--- config.mk ---
export PLATFORM = sky130hd
export DESIGN_NAME = multi_digit_display
export DESIGN_NICKNAME = d
export VERILOG_FILES = /design/src/rtl/display_pkg.sv /design/src/rtl/seg7_decoder.sv /design/src/rtl/multi_digit_display.sv
export SDC_FILE = /design/constraint.sdc
export NUM_CORES = 1
export LEC_CHECK = 0
export ABC_AREA = 1
export BUFFER_PORTS_ARGS = -buffer_cell sky130_fd_sc_hd__buf_4
export CORE_MARGIN = 2
export CORE_UTILIZATION = 45
export CTS_CLUSTER_DIAMETER = 150
export DETAILED_ROUTE_END_ITERATION = 8
export MAX_ROUTING_LAYER = met4
export PLACE_DENSITY = 0.69
export RECOVER_POWER = 50
export SYNTH_ARGS = -nofsm -noshare
export SYNTH_HDL_FRONTEND = slang
export SYNTH_SLANG_ARGS = --single-unit
--- constraint.sdc ---
create_clock -name clk -period 5.5 [get_ports clk]
set_input_delay 1.1 -clock clk [delete_from_list [all_inputs] [get_ports clk]]
set_output_delay 1.1 -clock clk [all_outputs]
set_load 0.1 [all_outputs]
--- src/rtl/display_pkg.sv ---
// -----------------------------------------------------------------------------
// display_pkg
// Shared definitions for the seven-segment display blocks:
//   - glyph constants {a,b,c,d,e,f,g}, active-high, for 0-F and BLANK
//   - seg7_glyph : nibble + hex_mode -> 7-bit active-high pattern
//   - apply_pol  : converts an active-high bit to the pin polarity
//   - shadow_t   : per-frame snapshot of the display inputs, sized for the
//                  largest supported display (8 digits) and zero-padded
// -----------------------------------------------------------------------------
package display_pkg;

  localparam logic [6:0] GLYPH_0     = 7'b1111110;
  localparam logic [6:0] GLYPH_1     = 7'b0110000;
  localparam logic [6:0] GLYPH_2     = 7'b1101101;
  localparam logic [6:0] GLYPH_3     = 7'b1111001;
  localparam logic [6:0] GLYPH_4     = 7'b0110011;
  localparam logic [6:0] GLYPH_5     = 7'b1011011;
  localparam logic [6:0] GLYPH_6     = 7'b1011111;
  localparam logic [6:0] GLYPH_7     = 7'b1110000;
  localparam logic [6:0] GLYPH_8     = 7'b1111111;
  localparam logic [6:0] GLYPH_9     = 7'b1111011;
  localparam logic [6:0] GLYPH_A     = 7'b1110111;
  localparam logic [6:0] GLYPH_B     = 7'b0011111;
  localparam logic [6:0] GLYPH_C     = 7'b1001110;
  localparam logic [6:0] GLYPH_D     = 7'b0111101;
  localparam logic [6:0] GLYPH_E     = 7'b1001111;
  localparam logic [6:0] GLYPH_F     = 7'b1000111;
  localparam logic [6:0] GLYPH_BLANK = 7'b0000000;

  // Snapshot of the display inputs taken at frame start.
  typedef struct packed {
    logic [31:0] value;
    logic [7:0]  dp;
    logic [7:0]  blink;
    logic        hex;
    logic        lz;
  } shadow_t;

  localparam shadow_t SHADOW_RST = '{value: 32'd0, dp: 8'd0, blink: 8'd0,
                                     hex: 1'b0, lz: 1'b0};

  // Letters only appear in hex mode; otherwise nibbles above 9 are blank.
  function automatic logic [6:0] seg7_glyph(input logic [3:0] nib,
                                            input logic       hex);
    logic [6:0] g;
    case (nib)
      4'h0:    g = GLYPH_0;
      4'h1:    g = GLYPH_1;
      4'h2:    g = GLYPH_2;
      4'h3:    g = GLYPH_3;
      4'h4:    g = GLYPH_4;
      4'h5:    g = GLYPH_5;
      4'h6:    g = GLYPH_6;
      4'h7:    g = GLYPH_7;
      4'h8:    g = GLYPH_8;
      4'h9:    g = GLYPH_9;
      4'hA:    g = hex ? GLYPH_A : GLYPH_BLANK;
      4'hB:    g = hex ? GLYPH_B : GLYPH_BLANK;
      4'hC:    g = hex ? GLYPH_C : GLYPH_BLANK;
      4'hD:    g = hex ? GLYPH_D : GLYPH_BLANK;
      4'hE:    g = hex ? GLYPH_E : GLYPH_BLANK;
      4'hF:    g = hex ? GLYPH_F : GLYPH_BLANK;
      default: g = GLYPH_BLANK;
    endcase
    return g;
  endfunction

  // Active-high request -> pin level.
  function automatic logic apply_pol(input logic b, input logic active_low);
    return b ^ active_low;
  endfunction

endpackage

--- src/rtl/seg7_decoder.sv ---
// -----------------------------------------------------------------------------
// seg7_decoder
// Combinational nibble to seven-segment decode, active-high {a,b,c,d,e,f,g}.
//   nibble   in  4  digit value
//   hex_mode in  1  1 = A-F show letters, 0 = values above 9 are blank
//   seg      out 7  segment pattern, active-high
// -----------------------------------------------------------------------------
module seg7_decoder
  import display_pkg::*;
(
  input  logic [3:0] nibble,
  input  logic       hex_mode,
  output logic [6:0] seg
);

  assign seg = seg7_glyph(nibble, hex_mode);

endmodule

--- src/rtl/multi_digit_display.sv ---
// -----------------------------------------------------------------------------
// multi_digit_display
// N-digit multiplexed seven-segment scanner. Each digit owns a slot of
// SLOT_CNT cycles: BLANK_CYCLES guard cycles (all off) followed by an on-window
// whose length follows the brightness level. Inputs are snapshotted once per
// frame so a frame never mixes old and new data.
//   clk, rst_n   clock, synchronous active-low reset
//   value        nibble i drives digit i (digit 0 rightmost)
//   dp           decimal point request per digit
//   blink_mask   digits that blink
//   hex_mode     A-F glyphs enabled
//   lz_blank     leading-zero suppression enable
//   brightness   0..15 duty level
//   segments     {a..g}, dp_out, digit_en : registered pin drives
//   frame_start  one-cycle pulse per frame
// -----------------------------------------------------------------------------
module multi_digit_display
  import display_pkg::*;
#(
  parameter int CLK_FREQ         = 50_000,
  parameter int NUM_DIGITS       = 4,
  parameter int REFRESH_HZ       = 1_000,
  parameter int BLANK_CYCLES     = 2,
  parameter int BLINK_HZ         = 2,
  parameter int SEG_ACTIVE_LOW   = 0,
  parameter int DIGIT_ACTIVE_LOW = 1
) (
  input  logic                    clk,
  input  logic                    rst_n,
  input  logic [4*NUM_DIGITS-1:0] value,
  input  logic [NUM_DIGITS-1:0]   dp,
  input  logic [NUM_DIGITS-1:0]   blink_mask,
  input  logic                    hex_mode,
  input  logic                    lz_blank,
  input  logic [3:0]              brightness,
  output logic [6:0]              segments,
  output logic                    dp_out,
  output logic [NUM_DIGITS-1:0]   digit_en,
  output logic                    frame_start
);

  localparam int SLOT_CNT   = CLK_FREQ / REFRESH_HZ / NUM_DIGITS;
  localparam int ACTIVE     = SLOT_CNT - BLANK_CYCLES;
  localparam int BLINK_HALF = CLK_FREQ / (2 * BLINK_HZ);
  localparam int SLOT_W     = $clog2(SLOT_CNT + 1);
  localparam int BLINK_W    = $clog2(BLINK_HALF + 1);

  localparam logic [SLOT_W-1:0]  SLOT_LAST  = SLOT_W'(SLOT_CNT - 1);
  localparam logic [SLOT_W-1:0]  SLOT_ONE   = SLOT_W'(1);
  localparam logic [SLOT_W-1:0]  SLOT_ZERO  = SLOT_W'(0);
  localparam logic [SLOT_W-1:0]  BLANK_L    = SLOT_W'(BLANK_CYCLES);
  localparam logic [BLINK_W-1:0] BLINK_LAST = BLINK_W'(BLINK_HALF - 1);
  localparam logic [BLINK_W-1:0] BLINK_ONE  = BLINK_W'(1);
  localparam logic [BLINK_W-1:0] BLINK_ZERO = BLINK_W'(0);
  localparam logic [2:0]         IDX_LAST   = 3'(NUM_DIGITS - 1);
  localparam logic [31:0]        ACTIVE32   = 32'(ACTIVE);
  localparam logic               SEG_AL     = (SEG_ACTIVE_LOW != 32'sd0);
  localparam logic               DIGIT_AL   = (DIGIT_ACTIVE_LOW != 32'sd0);

  if (ACTIVE < 1) begin : g_bad_slot
    $error("multi_digit_display: slot too short for the guard time");
  end
  if (NUM_DIGITS < 1 || NUM_DIGITS > 8) begin : g_bad_digits
    $error("multi_digit_display: NUM_DIGITS must be 1..8");
  end

  logic [SLOT_W-1:0]     slot_cnt_q, slot_cnt_d;
  logic [2:0]            idx_q, idx_d;
  logic [BLINK_W-1:0]    blink_cnt_q, blink_cnt_d;
  logic                  blink_phase_q, blink_phase_d;
  shadow_t               shadow_q, shadow_d;
  logic [SLOT_W-1:0]     on_q, on_d;
  logic [6:0]            segments_q, segments_d;
  logic                  dp_out_q, dp_out_d;
  logic [NUM_DIGITS-1:0] digit_en_q, digit_en_d;
  logic                  frame_start_q, frame_start_d;

  logic                  frame_start_s;
  logic [7:0]            supp_s;
  logic                  in_win_s;
  logic                  lit_s;
  logic [3:0]            nibble_s;
  logic [6:0]            glyph_s;

  assign frame_start_s = (slot_cnt_q == SLOT_ZERO) && (idx_q == 3'd0);
  assign nibble_s      = shadow_q.value[{idx_q, 2'b00} +: 4];

  seg7_decoder u_seg7_decoder (
    .nibble   (nibble_s),
    .hex_mode (shadow_q.hex),
    .seg      (glyph_s)
  );

  // Slot counter, digit index and blink timebase.
  always_comb begin
    slot_cnt_d    = slot_cnt_q;
    idx_d         = idx_q;
    blink_cnt_d   = blink_cnt_q;
    blink_phase_d = blink_phase_q;
    if (slot_cnt_q == SLOT_LAST) begin
      slot_cnt_d = SLOT_ZERO;
      if (idx_q == IDX_LAST) begin
        idx_d = 3'd0;
      end else begin
        idx_d = idx_q + 3'd1;
      end
    end else begin
      slot_cnt_d = slot_cnt_q + SLOT_ONE;
    end
    if (blink_cnt_q == BLINK_LAST) begin
      blink_cnt_d   = BLINK_ZERO;
      blink_phase_d = ~blink_phase_q;
    end else begin
      blink_cnt_d = blink_cnt_q + BLINK_ONE;
    end
  end

  // Frame snapshot; the on-window length is fixed for the whole frame.
  always_comb begin
    shadow_d = shadow_q;
    on_d     = on_q;
    if (frame_start_s) begin
      shadow_d.value = 32'(value);
      shadow_d.dp    = 8'(dp);
      shadow_d.blink = 8'(blink_mask);
      shadow_d.hex   = hex_mode;
      shadow_d.lz    = lz_blank;
      on_d           = SLOT_W'((ACTIVE32 * ({28'd0, brightness} + 32'd1)) >> 4);
    end else begin
      shadow_d = shadow_q;
      on_d     = on_q;
    end
  end

  // Leading-zero suppression: a digit goes dark while it and every digit to
  // its left hold zero with no decimal point. Digit 0 always shows.
  always_comb begin
    logic zero_run;
    zero_run = 1'b1;
    supp_s   = 8'd0;
    for (int i = 7; i >= 1; i--) begin
      zero_run  = zero_run && (shadow_q.value[4*i +: 4] == 4'd0) && !shadow_q.dp[i];
      supp_s[i] = shadow_q.lz && zero_run;
    end
  end

  // Lit decision and pin-level output values.
  always_comb begin
    in_win_s = (slot_cnt_q >= BLANK_L) &&
               ({1'b0, slot_cnt_q} < ({1'b0, BLANK_L} + {1'b0, on_q}));
    lit_s    = in_win_s && !supp_s[idx_q] &&
               !(blink_phase_q && shadow_q.blink[idx_q]);
    for (int s = 0; s < 7; s++) begin
      segments_d[s] = apply_pol(lit_s && glyph_s[s], SEG_AL);
    end
    dp_out_d = apply_pol(lit_s && shadow_q.dp[idx_q], SEG_AL);
    for (int d = 0; d < NUM_DIGITS; d++) begin
      digit_en_d[d] = apply_pol(lit_s && (idx_q == 3'(d)), DIGIT_AL);
    end
    frame_start_d = frame_start_s;
  end

  // State, snapshot and output registers.
  always_ff @(posedge clk) begin
    if (!rst_n) begin
      slot_cnt_q    <= SLOT_ZERO;
      idx_q         <= 3'd0;
      blink_cnt_q   <= BLINK_ZERO;
      blink_phase_q <= 1'b0;
      shadow_q      <= SHADOW_RST;
      on_q          <= SLOT_ZERO;
      segments_q    <= {7{SEG_AL}};
      dp_out_q      <= SEG_AL;
      digit_en_q    <= {NUM_DIGITS{DIGIT_AL}};
      frame_start_q <= 1'b0;
    end else begin
      slot_cnt_q    <= slot_cnt_d;
      idx_q         <= idx_d;
      blink_cnt_q   <= blink_cnt_d;
      blink_phase_q <= blink_phase_d;
      shadow_q      <= shadow_d;
      on_q          <= on_d;
      segments_q    <= segments_d;
      dp_out_q      <= dp_out_d;
      digit_en_q    <= digit_en_d;
      frame_start_q <= frame_start_d;
    end
  end

  assign segments    = segments_q;
  assign dp_out      = dp_out_q;
  assign digit_en    = digit_en_q;
  assign frame_start = frame_start_q;

endmodule
### Word-level counts from Yosys, hierarchy flattened

Cells that the tools add are included.

* register bits after elaboration: 65
* bits of input ports: 32
* output and inout port bits: 13
* logic and storage cells: 102

* add/subtract/negate cells: 5
* multiply operators: 1
* magnitude comparators: 3
* equality and inequality tests: 20
* shift operators: 1
* muxes and demuxes: 14
* bitwise gates (word level): 6
* reductions and logical operators: 38

Operator list (number)
* $pmux W7 S16: 1
* $eq A4 B4 Y1 const B: 9
* $shiftx A32 B6 Y4: 1
* $mux W7: 4
* $logic_and A1 B1 Y1: 25
* $logic_not A4 Y1: 5
* $eq A4 B3 Y1 const B: 4
* $add A14 B1 Y14 const B: 1
* $eq A14 B14 Y1 const B: 1
* $bmux W1 S3: 3
* $eq A4 B2 Y1 const B: 2
* $mul A3 B5 Y7 const A: 1
* $eq A3 B2 Y1 const B: 2
* $mux W6: 1
* $not A1 Y1: 6
* $add A2 B4 Y5 const A: 1
* $add A4 B1 Y5 const B: 1
* $logic_not A1 Y1: 5
* $lt A4 B5 Y1: 1
* $mux W5: 1
* $add A4 B1 Y4 const B: 1
* $eq A4 B1 Y1 const B: 1
* $ge A4 B2 Y1 const B: 1
* $lt A3 B4 Y1 const B: 1
* 6 further kinds: 9

### Logic depth before layout (Yosys ltp)

Gate-level depths: netlist (run 1).

* word-level depth: 14
* depth in mapped cells: 12

### Modules after synthesis

A second synthesis (run 1) with hierarchy kept.

* cell total of the unflattened synthesis: 458
* area, all modules: 3372.0 um^2

By module, submodules not included
* multi_digit_display: instances 1, cells an instance 403, area an instance 3126.7 um^2
* seg7_decoder: instances 1, cells an instance 55, area an instance 245.2 um^2

### Least setup slack after synthesis (run 1)

OpenSTA, ideal clock, no wires.

* path kind: input port to flip-flop
* start point: input port brightness[0]
* end point: register on_q[2]
* setup time: 0.086 ns
* arrival time: 2.570 ns
* path slack: 2.844 ns
* stages: 6
* path buffers: 0
* cell sequence: ha_1 -> ha_1 -> ha_1 -> fa_1 -> xnor2_1 -> a211oi_1

* word-level cells in the longest chain between the ends: 2

Ends and longest elaborated chain
* start: declaration: RTL line multi_digit_display.sv:35 `input logic [3:0] brightness,`
* $add A4 B1 Y5: RTL line multi_digit_display.sv:128 `on_d = SLOT_W'((ACTIVE32 * ({28'd0, brightness} + 32'd1)) >> 4);`
* $mul A3 B5 Y7: RTL line multi_digit_display.sv:128
* end signal: assignment: RTL line multi_digit_display.sv:182 `on_q <= on_d;`
* end: declaration: RTL line multi_digit_display.sv:72 `logic [SLOT_W-1:0] on_q, on_d;`

Every way passes these cells.
A chain may end at the register's enable or synchronous reset.

### Worst setup path in the final report (run 1)

* start point: register idx_q[0]
* end point: register on_q[3]

* word-level cells in the longest chain between the ends: 2

Ends and longest elaborated chain
* start: declaration: RTL line multi_digit_display.sv:68 `logic [2:0] idx_q, idx_d;`
* start signal: assignment: RTL line multi_digit_display.sv:178 `idx_q <= idx_d;`
* $logic_not A3 Y1: RTL line multi_digit_display.sv:85 `assign frame_start_s = (slot_cnt_q == SLOT_ZERO) && (idx_q == 3'd0);`
* $logic_and A1 B1 Y1: RTL line multi_digit_display.sv:85

Every way passes these cells.

==> impl_metrics.toml, run 1 <==
[setup_path]
endpoint_kind = "register"
cp_data_required_time_ps = 5750
crit_path_start_kind = "register"
crit_type = "reg2reg"
worstPathCellList = "inv_2, ha_1, inv_1, nor2_1, nand3_1, buf_4, clkinv_1, nor2_1, nor2_1, o21ai_0, inv_1"
crit_path_top_delay_cell = "dfxtp_1"
worstPathMaxFanout = 35
critPathMostFrequentCell = "nor2_1"
crit_arrival_ps = 3230
reg2regPathDepth = 11
max_stage_delay_ps = 740

[timing]
min_period_ps = 2980
finalCritPeriodShare_pct = 54.3
worst_slew_pin_slew_ps = 1380
rsz0062_at_grt = "no"
fin_tns_setup_ps = 0
fmax_mhz = 335
drv_slew = 0
hold_violations = 0
fin_ws_ps = 2520
fin_worst_skew_ps = 8.83
relSlewSlack_pct = 7.68
hold_ws_ps = 452
setup_viol = 0

[detailed_routing]
drt_wl_total_um = 7330
wl_per_cell_um = 12.0
drt-pass1-iter-count = 4
vias_per_cell = 4.99
drc = 0
ant_nets = 0
vias = 3048
first_iter_violations = 162

[die]
ios = 45
fp.dieW_um = 90.7
core_mm2 = 0.00725
die_height_um = 90.7
start_util_pct = 46.6
num_rows = 31
die_area_mm2 = 0.00822

[clock_tree]
postCtsSetupRepairBufs = 0
hold_buffers = 0
clockBufferDepth = 2
clk_pin_slew_ps = 70
cts_resized = 0
cts.sinks = 65
root_buffer = "clkbuf_8"
cts_inserted_buffers = 9
clock_latency_ps = 350
cts_tree = "built"
cts-htree-levels = 3

[placement]
gp_congestion = 0.825
dp_hpwl_um = 5380
io_buffer_count = 44
preCtsSetupSlack_ps = 2520

[logic_synthesis]
syn_inst = 465
ys_ff_latch = 65
synth_nets = 516
avgSynthCellArea_um2 = 7.27
yosysUniqueCellTypes = 34
synth_area_leaders = "dfxtp_1, nor2_1, nand2_1"
yosysWarnings = 0
netlist_area_mm2 = 0.00338
synth_seq_area_share_pct = 38.5
yosys.area.top_type = "dfxtp_1"
synth_top_area_share_pct = 38.5

[min_path]
min_path_cells = 1
hold_path_class = "reg2reg"

[power_and_ir_drop]
leakagePower_nw = 1.76
peakVddDrop_v = 0.000120
power.density_mw_per_mm2 = 316

[grt]
grt_start_max_net_pins = 39
grt_pass1_vias = 2912
grt_usage_pct = 19.7
grt_antenna_before_repair = 0
grt_pass1_wl_um = 12800
overflow = 0

[cells_and_area]
post_route_cells_drive_above_1_share_pct = 14.8
layout.nets = 558
syn2layout_area_growth_pct = 15.5
diodes = 0
fill_cells = 711

[run]
max_cap_violations = 0

[status]
status = "complete, no violations"
## routing by layer
layer  GRT usage, %  share of wire (%)  vias up
li1               -                  -     1597
met1           24.4                 46     1373
met2           31.7                 47       69
met3           3.84                5.0        9
met4           7.69                1.7        0
met5              -                  0        -
## layout by cell type (no fill, tap or decap), types with 2 or more instances in the layout
master      count
ha_1           18
nand3_2         8
buf_4          31
or2_2           2
nor3b_1         2
nor4_1          3
nor2_4          2
dfxtp_1        65
xnor2_1         3
nor2_2          4
o211ai_1        4
clkinv_2        2
nand4_1         6
nor2_1        100
a21oi_1        17
nor3_1          3
inv_1          40
o21ai_0        35
xor2_1          8
nand2_2         8
clkbuf_8       10
nand3_4         2
nand2_1        73
clkbuf_1       15
nand3_1        38
clkinvlp_4      2
inv_2           2
## state kept, by name, indices dropped and copies added (netlist names)
name	cells
slot_cnt_q	4
idx_q	3
blink_phase_q	1
blink_cnt_q	14
segments	7
on_q	4
shadow_q	26
digit_en	4
dp_out	1
frame_start	1
## power breakdown
| group | internal, W | leakage [nW] | switching [W] |
|---|---|---|---|
| Sequential | 0.000511 | 0.534 | 0.0000270 |
| Clock | 0.000220 | 0.0953 | 0.000190 |
| Combinational | 0.0000877 | 1.13 | 0.000196 |
## through the flow
step	area (µm²)	cells	power, W	util (%)
after floorplan	3380	465	0.000769	-
final	3900	611	0.00123	53.8
after global placement	3760	595	0.000834	51.8
after detailed placement	3760	595	0.000841	51.8
after global routing	3900	611	0.00130	53.8
after CTS	3960	611	0.00125	54.5
## final cells by class
class,count,area [µm²],share of cell area [%]
Multi-Input combinational cell,343,1830,47.0
Sequential cell,65,1300,33.3
Timing Repair Buffer,45,285,7.31
Inverter,43,161,4.14
Clock buffer,11,141,3.62
Tap cell,99,124,3.17
Clock inverter,5,55.1,1.41
## path summary, 6_finish.rpt
| check | to | slack, ps | startpoint |
|---|---|---|---|
| setup reg to reg | on_q[3] | 2520 | idx_q[0] |
| hold reg to reg | blink_cnt_q[0] | 450 | blink_cnt_q[0] |
| setup / recovery | on_q[3] | 2520 | idx_q[0] |
| hold / removal | blink_cnt_q[0] | 450 | blink_cnt_q[0] |
## worst max-delay path: cells and delay by family (launching register included)
| kind | cells | cell delay, ps |
|---|---|---|
| and+or+nand+nor | 4 | 440 |
| DFF | 1 | 740 |
| AOI/OAI and AO/OA | 1 | 70 |
| buffers and inverters | 5 | 1320 |
| adders and majority gates | 1 | 280 |
## synthesized netlist by cell type
library cell / number
buf_6: 3
nand3_4: 2
nor3b_1: 2
or2_2: 2
buf_2: 3
nand4_1: 6
nor2_2: 4
clkinv_1: 1
nor4_1: 3
nand2_2: 8
nor2_1: 100
nor2_4: 2
ha_1: 18
nand3_2: 8
fa_1: 1
inv_1: 40
o211ai_1: 4
a21oi_1: 17
nand3_1: 38
nand2_1: 73
or2_0: 1
o22ai_1: 1
inv_2: 2
dfxtp_1: 65
o2111ai_1: 1
clkbuf_1: 7
buf_4: 1
xnor2_1: 3
nand4_2: 1
xor2_1: 8
nor3_1: 3
nor3_2: 1
a211oi_1: 1
o21ai_0: 35
## logic make-up after synthesis
kind of cell | after synthesis | synth area share [%]
XOR/XNOR | 11 | 2.85
AO/OA/AOI/OAI | 59 | 9.26
adder cells (fa/ha/maj) | 19 | 7.26
AND/OR/NAND/NOR | 254 | 34.9
buffers and inverters | 57 | 7.22
flip-flops | 65 | 38.5
(Power assumes the default switching activity.)
==> inputs of run 2 (changes only) <==
==> constraint.sdc (replaced) <==
create_clock -name clk -period 3 [get_ports clk]
set_input_delay 0.6 -clock clk [delete_from_list [all_inputs] [get_ports clk]]
set_output_delay 0.6 -clock clk [all_outputs]
set_load 0.1 [all_outputs]
==> impl_metrics.toml, run 2 (same netlist as run 1, synthesis figures left out) <==
[clock_tree]
cts-htree-levels = 3
postCtsSetupRepairBufs = 0
clockBufferDepth = 2
clock_latency_ps = 340
cts.sinks = 65
cts_resized = 0
root_buffer = "clkbuf_8"
hold_buffers = 0
cts_inserted_buffers = 9
cts_tree = "built"
clk_pin_slew_ps = 70

[power_and_ir_drop]
leakagePower_nw = 1.75
pwr-share-comb_pct = 24.9
p_sw_share_pct = 33.9
internal_power_w = 0.00139
p_seq_share_pct = 46.8
peakVddDrop_v = 0.000262
power.density_mw_per_mm2 = 544
clkPwrFrac_pct = 28.3
p_sw_w = 0.000713

[cells_and_area]
post_route_cells_drive_above_1_share_pct = 14.2
top_register = "shadow_q"
diodes = 0
fill_cells = 744
fin_cells = 612
largest_reg_flops = 26
layout_common_cells = "nor2_1, nand2_1, dfxtp_1"
final_util_pct = 53.4
layout_commonest_cell = "nor2_1"
syn2layout_area_growth_pct = 14.5
layout.nets = 561

[timing]
fin_tns_setup_ps = 0
min_period_ps = 2370
hold_ws_ps = 446
setup_viol = 0
fin_worst_skew_ps = 5.67
worst_slew_pin_slew_ps = 1170
finalCritPeriodShare_pct = 79.2
relSlewSlack_pct = 22.4
fmax_mhz = 421
fin_ws_ps = 625
drv_slew = 0
rsz0062_at_grt = "no"
hold_violations = 0

[detailed_routing]
wl_per_cell_um = 11.9
drt_wl_total_um = 7290
drt-pass1-iter-count = 4
ant_nets = 0
vias = 3043
first_iter_violations = 131
drc = 0
vias_per_cell = 4.97

[grt]
grtUsageMet1_pct = 22.6
grt_pass1_wl_um = 12700
overflow = 0
busiest_layer = "met2"
grt_usage_pct = 19.5
grt_use_met2_pct = 32.6
grt_start_max_net_pins = 39
grt_antenna_before_repair = 0
met3_usage_pct = 5.68
grt_pass1_vias = 2886

[setup_path]
crit_arrival_ps = 2610
worstPathMaxFanout = 27
max_stage_delay_ps = 480
endpoint_kind = "register"
crit_type = "reg2reg"
cp_data_required_time_ps = 3230
worstSetupStartpoint = "idx_q[1]"
worstReg2RegStart = "idx_q[1]"
crit_path_start_kind = "register"
worstPathCellList = "clkbuf_1, inv_1, ha_1, inv_1, nor2_1, nand3_1, clkinv_1, buf_4, nor2_1, nor2_1, o21ai_0, inv_1"
crit_path_top_delay_cell = "clkbuf_1"

[die]
die_height_um = 90.7
start_util_pct = 46.6
die_area_mm2 = 0.00822
ios = 45
fp.dieW_um = 90.7
core_mm2 = 0.00725
num_rows = 31

[min_path]
holdCritStartpoint = "blink_cnt_q[0]"
hold_path_class = "reg2reg"

[run]
max_cap_violations = 0

[placement]
dp_hpwl_um = 5380
preCtsSetupSlack_ps = 630
io_buffer_count = 44
dp_cells = 598
gp_congestion = 0.909

[status]
status = "complete, no violations"
==> run 2: area by class of cell <==
class	instances	area (µm²)	share of cell area, %
Clock buffer	13	139	3.59
Clock inverter	1	5.00	0.129
Inverter	43	161	4.17
Multi-Input combinational cell	343	1830	47.3
Sequential cell	65	1300	33.6
Tap cell	99	124	3.20
Timing Repair Buffer	48	308	7.95
==> run 2: critical path, delay by kind of cell (launching register included) <==
kind,cells,cell delay [ps]
buffers and inverters,6,1270
DFF,1,310
AOI/OAI and AO/OA,1,70
adders and majority gates,1,290
and+or+nand+nor,4,330
==> run 2: per-stage QoR <==
stage / power, W / instance area, µm²
floorplan: 0.00141 / 3380
global placement: 0.00153 / 3780
detailed placement: 0.00155 / 3780
CTS: 0.00214 / 3930
global route: 0.00224 / 3870
finish: 0.00211 / 3870
==> run 2: final timing paths <==
| path | cells after the start | slack, ps | endpoint |
|---|---|---|---|
| min reg2reg | 1 | 450 | blink_cnt_q[0] |
| max reg2reg | 12 | 630 | on_q[3] |
| max | 12 | 630 | on_q[3] |
| min | 1 | 450 | blink_cnt_q[0] |
==> run 2: per-layer routing <==
layer | up-vias | share of wire, %
li1 | 1596 | -
met1 | 1391 | 46
met2 | 47 | 49
met3 | 9 | 4.1
met4 | 0 | 0.97
met5 | - | 0
==> run 2: power by group through the flow <==
stage	Combinational, W	Sequential, W	Clock, W
after CTS	0.000541	0.000987	0.000616
after global routing	0.000594	0.000996	0.000648
final	0.000524	0.000986	0.000595
after detailed placement	0.000539	0.00101	0
after global placement	0.000529	0.00100	0
after floorplan	0.000298	0.00111	0
==> inputs of run 3 (changes only) <==
--- a/config.mk
+++ b/config.mk
@@ -12,7 +12,7 @@
 export CTS_CLUSTER_DIAMETER = 150
 export DETAILED_ROUTE_END_ITERATION = 8
 export MAX_ROUTING_LAYER = met4
-export PLACE_DENSITY = 0.69
+export PLACE_DENSITY = 0.71
 export RECOVER_POWER = 50
 export SYNTH_ARGS = -nofsm -noshare
 export SYNTH_HDL_FRONTEND = slang
==> constraint.sdc (replaced) <==
create_clock -name clk -period 2.07 [get_ports clk]
set_input_delay 0.414 -clock clk [delete_from_list [all_inputs] [get_ports clk]]
set_output_delay 0.414 -clock clk [all_outputs]
set_load 0.1 [all_outputs]
==> impl_metrics.toml, run 3 (same netlist as run 1, synthesis figures left out) <==
[status]
status = "complete, no violations"

[power_and_ir_drop]
p_sw_share_pct = 34.4
pwr-share-comb_pct = 24.9
clkPwrFrac_pct = 29.0
peakVddDrop_v = 0.000495
power.density_mw_per_mm2 = 785
leakagePower_nw = 1.82
p_seq_share_pct = 46.1
p_sw_w = 0.00107
internal_power_w = 0.00203
finalPower_w = 0.00310

[clock_tree]
postCtsSetupRepairBufs = 0
cts-htree-levels = 3
cts_inserted_buffers = 9
root_buffer = "clkbuf_8"
clock_latency_ps = 340
cts_tree = "built"
clk_pin_slew_ps = 70
clockBufferDepth = 2
cts.sinks = 65

[setup_path]
crit_type = "reg2reg"
crit_path_start_kind = "register"
worstPathMaxFanout = 4
worstReg2RegStart = "on_q[1]"
endpoint_kind = "register"
rr_endpoint = "digit_en[2]"
cpLargestDelayFamily = "adder cells"
cp_data_required_time_ps = 2290
max_stage_delay_ps = 340
critPathMostFrequentCell = "inv_1"
worstPathCellList = "ha_1, inv_1, ha_1, nand2_1, inv_1, nand4_1, o211ai_1, nor2_2, nand3_1, inv_1, nand3_1"
cp_num_buf_inv = 3
crit_path_top_delay_cell = "dfxtp_1"
crit_arrival_ps = 2060
reg2regPathDepth = 11
reg2reg_slack_ps = 220

[timing]
hold_violations = 0
fin_worst_skew_ps = 8.60
relSlewSlack_pct = 64.0
fmax_mhz = 541
setup_viol = 0
rsz0062_at_grt = "no"
drv_slew = 0
worst_slew_pin_slew_ps = 542
finalCritPeriodShare_pct = 89.2
min_period_ps = 1850

[detailed_routing]
wl_per_cell_um = 11.4
drc = 0
vias = 3045
drt_wl_total_um = 7060
first_iter_violations = 136
drt-pass1-iter-count = 4
ant_nets = 0
vias_per_cell = 4.93

[die]
die_height_um = 90.7
start_util_pct = 46.6
ios = 45
die_area_mm2 = 0.00822
core_mm2 = 0.00725
fp.dieW_um = 90.7
num_rows = 31

[cells_and_area]
syn2layout_area_growth_pct = 16.9
layout.nets = 565
diodes = 0
layout_common_cells = "nor2_1, nand2_1, dfxtp_1"
layout_commonest_cell = "nor2_1"
largest_reg_flops = 26
top_register = "shadow_q"
fin_cells = 618
post_route_cells_drive_above_1_share_pct = 18.9

[min_path]
holdCritStartpoint = "hex_mode"
hold_path_class = "in2reg"
holdPathEnd = "shadow_q[1]"
min_path_cells = 3

[grt]
grt_pass1_wl_um = 12300
grt_pass1_vias = 2818
grt_antenna_before_repair = 0
grt_usage_pct = 18.8
overflow = 0
grt_start_max_net_pins = 35

[placement]
gp_congestion = 0.851
io_buffer_count = 44
dp_hpwl_um = 5430
dp_cells = 602

[run]
max_cap_violations = 0
-- run 3: cell types whose count changed in the layout (fill, tap and decap cells not counted), sizes merged --
cell	change
clkinv	+3
clkbuf	-4
clkinvlp	+2
buf	+5
-- run 3: worst max-delay path by stage --
stage,depth (start not counted),start,slack (ps),end
after global routing,12,on_q[1],10,segments[0]
after global placement,7,brightness[0],-70,on_q[2]
after floorplan,6,brightness[0],100,on_q[2]
final,11,on_q[1],220,digit_en[2]
after detailed placement,7,brightness[0],-100,on_q[2]
after CTS,11,on_q[1],130,digit_en[0]
-- run 3: per-layer routing --
layer	vias to the layer above	wire length [µm]	global-route usage [%]
li1	1608	-	-
met1	1367	3250	23.3
met2	62	3390	30.3
met4	0	78	4.74
met3	8	337	5.18
met5	-	0	-
-- run 3: power by group through the flow --
| stage | Sequential, W | Combinational [W] | Clock (W) |
|---|---|---|---|
| 6_report | 0.00143 | 0.000772 | 0.000899 |
| 5_1_grt | 0.00144 | 0.000868 | 0.000989 |
| 4_1_cts | 0.00143 | 0.000786 | 0.000925 |
| 3_5_place_dp | 0.00146 | 0.000784 | 0 |
| 3_3_place_gp | 0.00146 | 0.000766 | 0 |
| 2_1_floorplan | 0.00161 | 0.000432 | 0 |
-- run 3: area by class of cell --
type / count / area (µm²)
fillers: 735 / 3300
repair buffers: 52 / 358
flip-flops and latches: 65 / 1300
well taps: 99 / 124
clock buffers: 10 / 128
inverters: 43 / 161
clock inverters: 6 / 35.0
multi-input cells: 343 / 1840
-- run 3: through the flow --
stage | utilization, % | instance area [µm²] | setup slack (ps) | TNS (ps) | hold slack (ps)
finish | 54.5 | 3950 | 223 | 0 | 324
global route | 54.5 | 3950 | 14.7 | 0 | 316
CTS | 54.8 | 3970 | 127 | 0 | 317
detailed placement | 52.5 | 3810 | -104 | -223 | 444
global placement | 52.5 | 3810 | -70.6 | -113 | 429
floorplan | - | 3380 | 100 | 0 | 418
-- run 3: worst register-to-register path: cells and delay by family, from the launching register on --
kind / cells / cell delay (ps)
AO/OA/AOI/OAI: 1 / 110
flip-flops: 1 / 340
buffers and inverters: 3 / 170
AND/OR/NAND/NOR: 5 / 540
adder cells (fa/ha/maj): 2 / 560
-- run 3: repair_timing --
action | CTS | global route
gates resized for setup | 0 | 3
hold buffers | 0 | 0
setup endpoints to repair | 0 | 2
endpoints found under the hold margin | 0 | 0
